File: config.mk
export PLATFORM = sky130hd
export DESIGN_NAME = sha_msg_sequencer
export DESIGN_NICKNAME = d
export VERILOG_FILES = /design/src/rtl/sha_pkg.sv /design/src/rtl/sha_blk_fifo.sv /design/src/rtl/sha_msg_sequencer.sv
export SDC_FILE = /design/constraint.sdc
export NUM_CORES = 2
export LEC_CHECK = 0
export BUFFER_PORTS_ARGS = -buffer_cell sky130_fd_sc_hd__buf_2
export CAP_MARGIN = 20
export CORE_AREA = 2 2 604 606
export DETAILED_ROUTE_END_ITERATION = 8
export DIE_AREA = 0 0 606 608
export PLACE_DENSITY = 0.57
export REMOVE_ABC_BUFFERS = 1
export SETUP_SLACK_MARGIN = 0.2
export SYNTH_ARGS = -nofsm -noshare
export SYNTH_HDL_FRONTEND = slang
export SYNTH_HIERARCHICAL = 1
export SYNTH_SLANG_ARGS = --single-unit
File: constraint.sdc
create_clock -name clk -period 14.7 [get_ports clk]
set_input_delay 2.94 -clock clk [delete_from_list [all_inputs] [get_ports clk]]
set_output_delay 2.94 -clock clk [all_outputs]
set_load 0.02 [all_outputs]
File: src/rtl/sha_pkg.sv
// -----------------------------------------------------------------------------
// sha_pkg
// Shared definitions for the SHA message sequencer slice.
//   - seq_state_t  : sequencer FSM states
//   - SHA_BLOCK_W  : default message block width (bits)
//   - SHA_DIGEST_W : default digest width (bits)
//   - blk_entry_t  : FIFO entry layout {block, last} at default width
//   - sat_inc16    : saturating 16-bit increment for block counters
// -----------------------------------------------------------------------------
package sha_pkg;

    localparam int unsigned SHA_BLOCK_W  = 512;
    localparam int unsigned SHA_DIGEST_W = 256;
    localparam int unsigned SHA_CNT_W    = 16;

    typedef enum logic [2:0] {
        ST_IDLE,
        ST_ISSUE,
        ST_WAIT,
        ST_HOLD,
        ST_ERR
    } seq_state_t;

    // The FIFO stores the entry flattened as {block, last}; this struct
    // documents that layout and matches it bit-for-bit at default width.
    typedef struct packed {
        logic [SHA_BLOCK_W-1:0] block;
        logic                   last;
    } blk_entry_t;

    function automatic logic [SHA_CNT_W-1:0] sat_inc16(input logic [SHA_CNT_W-1:0] v);
        return (v == '1) ? v : v + 1'b1;
    endfunction

endpackage

File: src/rtl/sha_blk_fifo.sv
// -----------------------------------------------------------------------------
// sha_blk_fifo
// Synchronous FIFO holding padded message blocks plus their last flag.
// Ports:
//   clk, rst_n        clock, asynchronous active-low reset
//   i_flush           synchronous clear of all entries
//   i_wr_en/i_wr_data write strobe and data (ignored when full)
//   i_rd_en           pop strobe (ignored when empty)
//   o_rd_data         head entry (valid when !o_empty)
//   o_full, o_empty   occupancy flags
// -----------------------------------------------------------------------------
module sha_blk_fifo #(
    parameter int unsigned WIDTH = 513,
    parameter int unsigned DEPTH = 4
) (
    input  logic             clk,
    input  logic             rst_n,
    input  logic             i_flush,
    input  logic             i_wr_en,
    input  logic [WIDTH-1:0] i_wr_data,
    input  logic             i_rd_en,
    output logic [WIDTH-1:0] o_rd_data,
    output logic             o_full,
    output logic             o_empty
);

    localparam int unsigned AW = (DEPTH > 1) ? $clog2(DEPTH) : 1;
    localparam logic [AW:0] FULL_CNT = (AW+1)'(DEPTH);

    logic [WIDTH-1:0] r_mem [DEPTH];
    logic [AW-1:0]    r_wr_ptr;
    logic [AW-1:0]    r_rd_ptr;
    logic [AW:0]      r_count;
    logic             w_wr;
    logic             w_rd;

    assign o_full    = (r_count == FULL_CNT);
    assign o_empty   = (r_count == '0);
    assign w_wr      = i_wr_en && !o_full;
    assign w_rd      = i_rd_en && !o_empty;
    assign o_rd_data = r_mem[r_rd_ptr];

    // Pointers wrap naturally because DEPTH is a power of two.
    always_ff @(posedge clk or negedge rst_n) begin
        if (!rst_n) begin
            r_wr_ptr <= '0;
            r_rd_ptr <= '0;
            r_count  <= '0;
        end else if (i_flush) begin
            r_wr_ptr <= '0;
            r_rd_ptr <= '0;
            r_count  <= '0;
        end else begin
            if (w_wr) begin
                r_wr_ptr <= r_wr_ptr + 1'b1;
            end
            if (w_rd) begin
                r_rd_ptr <= r_rd_ptr + 1'b1;
            end
            case ({w_wr, w_rd})
                2'b10:   r_count <= r_count + 1'b1;
                2'b01:   r_count <= r_count - 1'b1;
                default: r_count <= r_count;
            endcase
        end
    end

    // Storage needs no reset: occupancy gates every read.
    always_ff @(posedge clk) begin
        if (w_wr) begin
            r_mem[r_wr_ptr] <= i_wr_data;
        end
    end

endmodule

File: src/rtl/sha_msg_sequencer.sv
// -----------------------------------------------------------------------------
// sha_msg_sequencer
// Buffers padded message blocks and feeds them one at a time to a SHA core,
// issuing init for the first block of a message and next for continuations.
// The digest returned for a message's final block is presented downstream
// together with the number of blocks hashed.
// Ports:
//   clk, rst_n              clock, asynchronous active-low reset
//   s_valid/s_ready         input block handshake
//   s_block, s_last         padded block and final-block flag
//   core_block              block presented to the core (stable until digest)
//   core_init, core_next    one-cycle start pulses to the core
//   core_ready              core idle
//   core_digest(_valid)     digest returned by the core
//   m_valid/m_ready         final digest handshake
//   m_digest, m_blk_count   final digest and block count (saturating)
//   err_timeout             sticky: core failed to answer within TIMEOUT
// -----------------------------------------------------------------------------
module sha_msg_sequencer
    import sha_pkg::*;
#(
    parameter int unsigned BLOCK_W  = SHA_BLOCK_W,
    parameter int unsigned DIGEST_W = SHA_DIGEST_W,
    parameter int unsigned DEPTH    = 4,
    parameter int unsigned TIMEOUT  = 1024
) (
    input  logic                clk,
    input  logic                rst_n,
    input  logic                s_valid,
    output logic                s_ready,
    input  logic [BLOCK_W-1:0]  s_block,
    input  logic                s_last,
    output logic [BLOCK_W-1:0]  core_block,
    output logic                core_init,
    output logic                core_next,
    input  logic                core_ready,
    input  logic [DIGEST_W-1:0] core_digest,
    input  logic                core_digest_valid,
    output logic                m_valid,
    input  logic                m_ready,
    output logic [DIGEST_W-1:0] m_digest,
    output logic [15:0]         m_blk_count,
    output logic                err_timeout
);

    localparam int unsigned ENTRY_W = BLOCK_W + 1;
    localparam int unsigned TW      = $clog2(TIMEOUT + 1);
    localparam logic [TW-1:0] T_LAST = TW'(TIMEOUT - 1);

    seq_state_t           r_state;
    seq_state_t           w_state_nxt;

    logic                 r_rdy_en;
    logic [BLOCK_W-1:0]   r_core_block;
    logic                 r_cur_last;
    logic                 r_first;
    logic [15:0]          r_blk_cnt;
    logic [15:0]          r_m_blk_count;
    logic                 r_m_valid;
    logic [DIGEST_W-1:0]  r_m_digest;
    logic                 r_err;
    logic [TW-1:0]        r_tcnt;

    logic                 w_fifo_full;
    logic                 w_fifo_empty;
    logic                 w_push;
    logic                 w_pop;
    logic                 w_flush;
    logic                 w_init;
    logic                 w_next;
    logic [ENTRY_W-1:0]   w_push_data;
    logic [ENTRY_W-1:0]   w_head;

    // r_rdy_en keeps s_ready low while reset is held; occupancy alone
    // decides acceptance, so a full FIFO refuses even when popping.
    assign s_ready     = r_rdy_en && !w_fifo_full && (r_state != ST_ERR);
    assign w_push      = s_valid && s_ready;
    assign w_push_data = {s_block, s_last};
    assign w_flush     = (r_state == ST_ERR);

    sha_blk_fifo #(
        .WIDTH (ENTRY_W),
        .DEPTH (DEPTH)
    ) u_fifo (
        .clk       (clk),
        .rst_n     (rst_n),
        .i_flush   (w_flush),
        .i_wr_en   (w_push),
        .i_wr_data (w_push_data),
        .i_rd_en   (w_pop),
        .o_rd_data (w_head),
        .o_full    (w_fifo_full),
        .o_empty   (w_fifo_empty)
    );

    always_ff @(posedge clk or negedge rst_n) begin
        if (!rst_n) begin
            r_state <= ST_IDLE;
        end else begin
            r_state <= w_state_nxt;
        end
    end

    // Core pulses are decoded from ISSUE and core_ready so that a pop is
    // followed by the pulse in the very next cycle.
    always_comb begin
        w_state_nxt = r_state;
        w_pop       = 1'b0;
        w_init      = 1'b0;
        w_next      = 1'b0;
        case (r_state)
            ST_IDLE: begin
                if (!w_fifo_empty) begin
                    w_pop       = 1'b1;
                    w_state_nxt = ST_ISSUE;
                end
            end
            ST_ISSUE: begin
                if (core_ready) begin
                    w_init      = r_first;
                    w_next      = !r_first;
                    w_state_nxt = ST_WAIT;
                end
            end
            ST_WAIT: begin
                if (core_digest_valid) begin
                    w_state_nxt = r_cur_last ? ST_HOLD : ST_IDLE;
                end else if (r_tcnt == T_LAST) begin
                    w_state_nxt = ST_ERR;
                end
            end
            ST_HOLD: begin
                // m_valid is always high in HOLD
                if (m_ready) begin
                    w_state_nxt = ST_IDLE;
                end
            end
            ST_ERR: begin
                w_state_nxt = ST_ERR;
            end
            default: begin
                w_state_nxt = ST_IDLE;
            end
        endcase
    end

    always_ff @(posedge clk or negedge rst_n) begin
        if (!rst_n) begin
            r_rdy_en      <= 1'b0;
            r_core_block  <= '0;
            r_cur_last    <= 1'b0;
            r_first       <= 1'b1;
            r_blk_cnt     <= '0;
            r_m_blk_count <= '0;
            r_m_valid     <= 1'b0;
            r_m_digest    <= '0;
            r_err         <= 1'b0;
            r_tcnt        <= '0;
        end else begin
            r_rdy_en <= 1'b1;
            case (r_state)
                ST_IDLE: begin
                    if (w_pop) begin
                        r_core_block <= w_head[ENTRY_W-1:1];
                        r_cur_last   <= w_head[0];
                    end
                end
                ST_ISSUE: begin
                    if (core_ready) begin
                        r_first <= 1'b0;
                        r_tcnt  <= '0;
                    end
                end
                ST_WAIT: begin
                    if (core_digest_valid) begin
                        r_blk_cnt <= sat_inc16(r_blk_cnt);
                        if (r_cur_last) begin
                            r_m_digest    <= core_digest;
                            r_m_valid     <= 1'b1;
                            r_m_blk_count <= sat_inc16(r_blk_cnt);
                        end
                    end else if (r_tcnt == T_LAST) begin
                        r_err <= 1'b1;
                    end else begin
                        r_tcnt <= r_tcnt + 1'b1;
                    end
                end
                ST_HOLD: begin
                    if (m_ready) begin
                        r_m_valid <= 1'b0;
                        r_first   <= 1'b1;
                        r_blk_cnt <= '0;
                    end
                end
                default: begin
                end
            endcase
        end
    end

    assign core_block  = r_core_block;
    assign core_init   = w_init;
    assign core_next   = w_next;
    assign m_valid     = r_m_valid;
    assign m_digest    = r_m_digest;
    assign m_blk_count = r_m_blk_count;
    assign err_timeout = r_err;

endmodule

==> reports/metrics.cfg <==
[clock_network]
clk_pin_slew_worst_paths_ps=60
ctsHoldBuffers=0
post_cts_buffers=0
clockBufferDepth=4
clkSinkCount=2878
clockRootBuffer=clkbuf_16
cts_tree=built
cts_buffers=316
htreeDepth=5
cts_resized=0
clkLatencyLatePin_ps=910

[critical_path]
worst_ep_required_time_ps=11760
worstPathArrival_ps=3440
path_class=in2out
r2r-start=r_state[0]$_DFFE_PN0P_
cp_max_fo=4
r2r_setup_slack_ps=9280
end_kind=output port
reg2reg_depth=9
r2r_end=u_fifo/r_mem[2][138]$_DFFE_PP_
cp-start-kind=primary input

[layout]
nets=7707
multi_input_area_sq_um=22100
area_growth_pct=22.8
final.fill_count=33900
seq_area_sq_um=82300
drive_gt1_frac=0.410

[drt]
vias=56300
first_iter_violations=3863
routed_via_density=4.65
drcViolationCount=0
final_antenna_net_count=0
wl_per_cell_um=27.7
first_pass_iters=5
wirelength_um=335000

[global_route]
grt_pass1_vias=58500
grt_max_degree=150
met3_usage=0.0624
grt_pass1_wl_um=463000
grt_use_met1=0.181
grt_busiest_layer=met2
grtUsageMet2=0.313
grt_usage=0.177
antenna_found_initial=250
grt_overflow=0

[sta]
drv_slew=0
finalCritPeriodShare=0.434
finalWorstPathRequiredPeriod_ps=6380
max_clock_freq_mhz=157
hold_violations=0
tns_ps=0
relSlewSlack=0.239
hold_ws_ps=469
setup-violations-final=0
rsz0062_at_grt=no
tightest_slew_ps=1140
fin_skew_ps=78.6

[run]
maxCapViolations=0

[yosys]
async_reset_ff_frac=0.287
synth_ff_type=edfxtp_1
syn-instance-count=5227
seq_area_frac_synth=0.778
synth_seq_cells=2878
synth_edf_count=2052
syn-cell-area_sq_um=106000
syn_avg_cell_area_sq_um=20.2
yosysWarnings=6
ys_types=72

[floorplanning]
die_h_um=608
die_w_um=606
rows=221
core_sq_um=362000
dieArea_sq_um=368000
ios=1564
initial_utilization=0.292

[min_path]
hold_path_class=reg2reg
holdPathEnd=m_digest[131]$_DFFE_PN0P_
hold_path_depth=2
min_from=m_digest[131]$_DFFE_PN0P_

[placement]
port_buffers=1563
hpwlAfterDp_um=228000
gp_congestion=0.956

[power_and_ir_drop]
powerDensity_nw_per_um2=219
p_leak_nw=48.4
ir_drop_v=0.000151

[run_status]
outcome=finished, final reports clean

## layout make-up
type,instances,share of cell area
Multi-Input combinational cell,2078,0.170
Antenna cell,112,0.00216
Clock inverter,143,0.0140
Clock buffer,445,0.0673
Sequential cell,2878,0.633
Inverter,12,0.000347
Tap cell,4794,0.0462
Timing Repair Buffer,1639,0.0668
## per-stage QoR
stage                     power (W)   util  cell area [sq um]  instances  worst slack [ps]
after floorplan              0.0189      -             104000       4968            -44510
after global placement       0.0206  0.329             119000      11400              7740
after detailed placement     0.0207  0.329             119000      11400              7680
after CTS                    0.0288  0.358             130000      12000              8330
after global routing         0.0297  0.359             130000      12100              8300
final                        0.0285  0.359             130000      12100              8320
## power breakdown
| part | internal, W | leakage (nW) | switching [W] |
|---|---|---|---|
| logic | 0.00354 | 14.8 | 0.00547 |
| registers | 0.0105 | 28.6 | 0.000930 |
| clock network | 0.00470 | 5.08 | 0.00331 |
## logic make-up (layout without fill, tap and decap cells)
| logic type | count (synthesis) | in the layout | synth area share |
|---|---|---|---|
| and+or+nand+nor | 931 | 931 | 0.0361 |
| other | 1 | 113 | 0.0000355 |
| muxes | 1032 | 1032 | 0.164 |
| adders and majority gates | 7 | 7 | 0.000899 |
| xor gates and xnor gates | 4 | 4 | 0.000331 |
| AOI/OAI and AO/OA | 103 | 103 | 0.00635 |
| buffers and inverters | 271 | 2239 | 0.0139 |
| DFF | 2878 | 2878 | 0.778 |
## worst max-delay path, cell delays in order
cell and delay (ps):
buf_2 110, nand2_1 80, nor2_1 120, buf_2 170
## metal layers
metal / wire length, um / vias up
met4: 21700 / 116
met2: 173000 / 2024
li1: - / 23900
met1: 111000 / 29400
met5: 721 / -
met3: 28300 / 863
## registers in the layout, summed over array words and instances, names as in the netlist, 3 cells and up
name / count
m_blk_count: 16
u_fifo/r_mem: 2052
r_tcnt: 11
r_state: 3
core_block: 512
m_digest: 256
r_blk_cnt: 16
u_fifo/r_count: 3
## cells in the final DEF, fill, tap and decap left out, types with 15 or more instances in the layout
master and instances:
clkinv_1 35, nor3_1 16, nor2_1 31, mux4_2 513, nand2_1 794, clkbuf_8 29, clkinv_2 34, buf_4 55
buf_12 19, a31oi_1 16, clkbuf_16 319, dfrtp_1 823, diode_2 112, clkbuf_1 97, mux2_1 189, mux2_2 324
bufinv_16 28, edfxtp_1 2052, o21ai_0 24, clkinvlp_4 15, buf_2 1562
## Yosys cell counts (3+ instances only)
cell type | n | area share
edfxtp_1 | 2052 | 0.58
dfrtp_1 | 825 | 0.20
nand2_1 | 795 | 0.028
mux4_2 | 513 | 0.11
mux2_2 | 324 | 0.034
mux2_1 | 189 | 0.020
buf_2 | 104 | 0.0049
buf_4 | 80 | 0.0057
clkbuf_1 | 65 | 0.0023
nor2_1 | 32 | 0.0011
o21ai_0 | 24 | 0.0011
a31oi_1 | 16 | 0.00095
nor3_1 | 16 | 0.00076
nand3_1 | 13 | 0.00062
inv_1 | 12 | 0.00043
and2_1 | 10 | 0.00059
o21ai_1 | 10 | 0.00047
o31ai_1 | 10 | 0.00071
nor4_1 | 9 | 0.00053
nand4_1 | 8 | 0.00047
a21o_1 | 7 | 0.00050
and3_1 | 7 | 0.00041
or3_1 | 7 | 0.00041
a21oi_1 | 6 | 0.00028
buf_1 | 6 | 0.00021
ha_1 | 6 | 0.00071
mux2i_1 | 6 | 0.00057
nand2b_1 | 5 | 0.00030
a22o_1 | 4 | 0.00033
o211ai_1 | 4 | 0.00028
or4_1 | 4 | 0.00028
and4_1 | 3 | 0.00025
buf_6 | 3 | 0.00032
nor3b_1 | 3 | 0.00021
o22ai_1 | 3 | 0.00018
## worst max-delay path by stage
stage	from	to	slack, ps	depth (start not counted)
final	core_ready	core_next	8320	4
after global routing	core_ready	core_next	8300	4
after CTS	core_ready	core_next	8330	4
after detailed placement	s_valid	u_fifo/r_mem[2][231]$_DFFE_PP_	7680	7
after global placement	s_valid	u_fifo/r_mem[2][231]$_DFFE_PP_	7740	7
after floorplan	r_state[1]$_DFFE_PN0P_	u_fifo/r_count[1]$_DFFE_PN0P_	-44510	6
No activity file was read; power rests on OpenSTA's default activity.
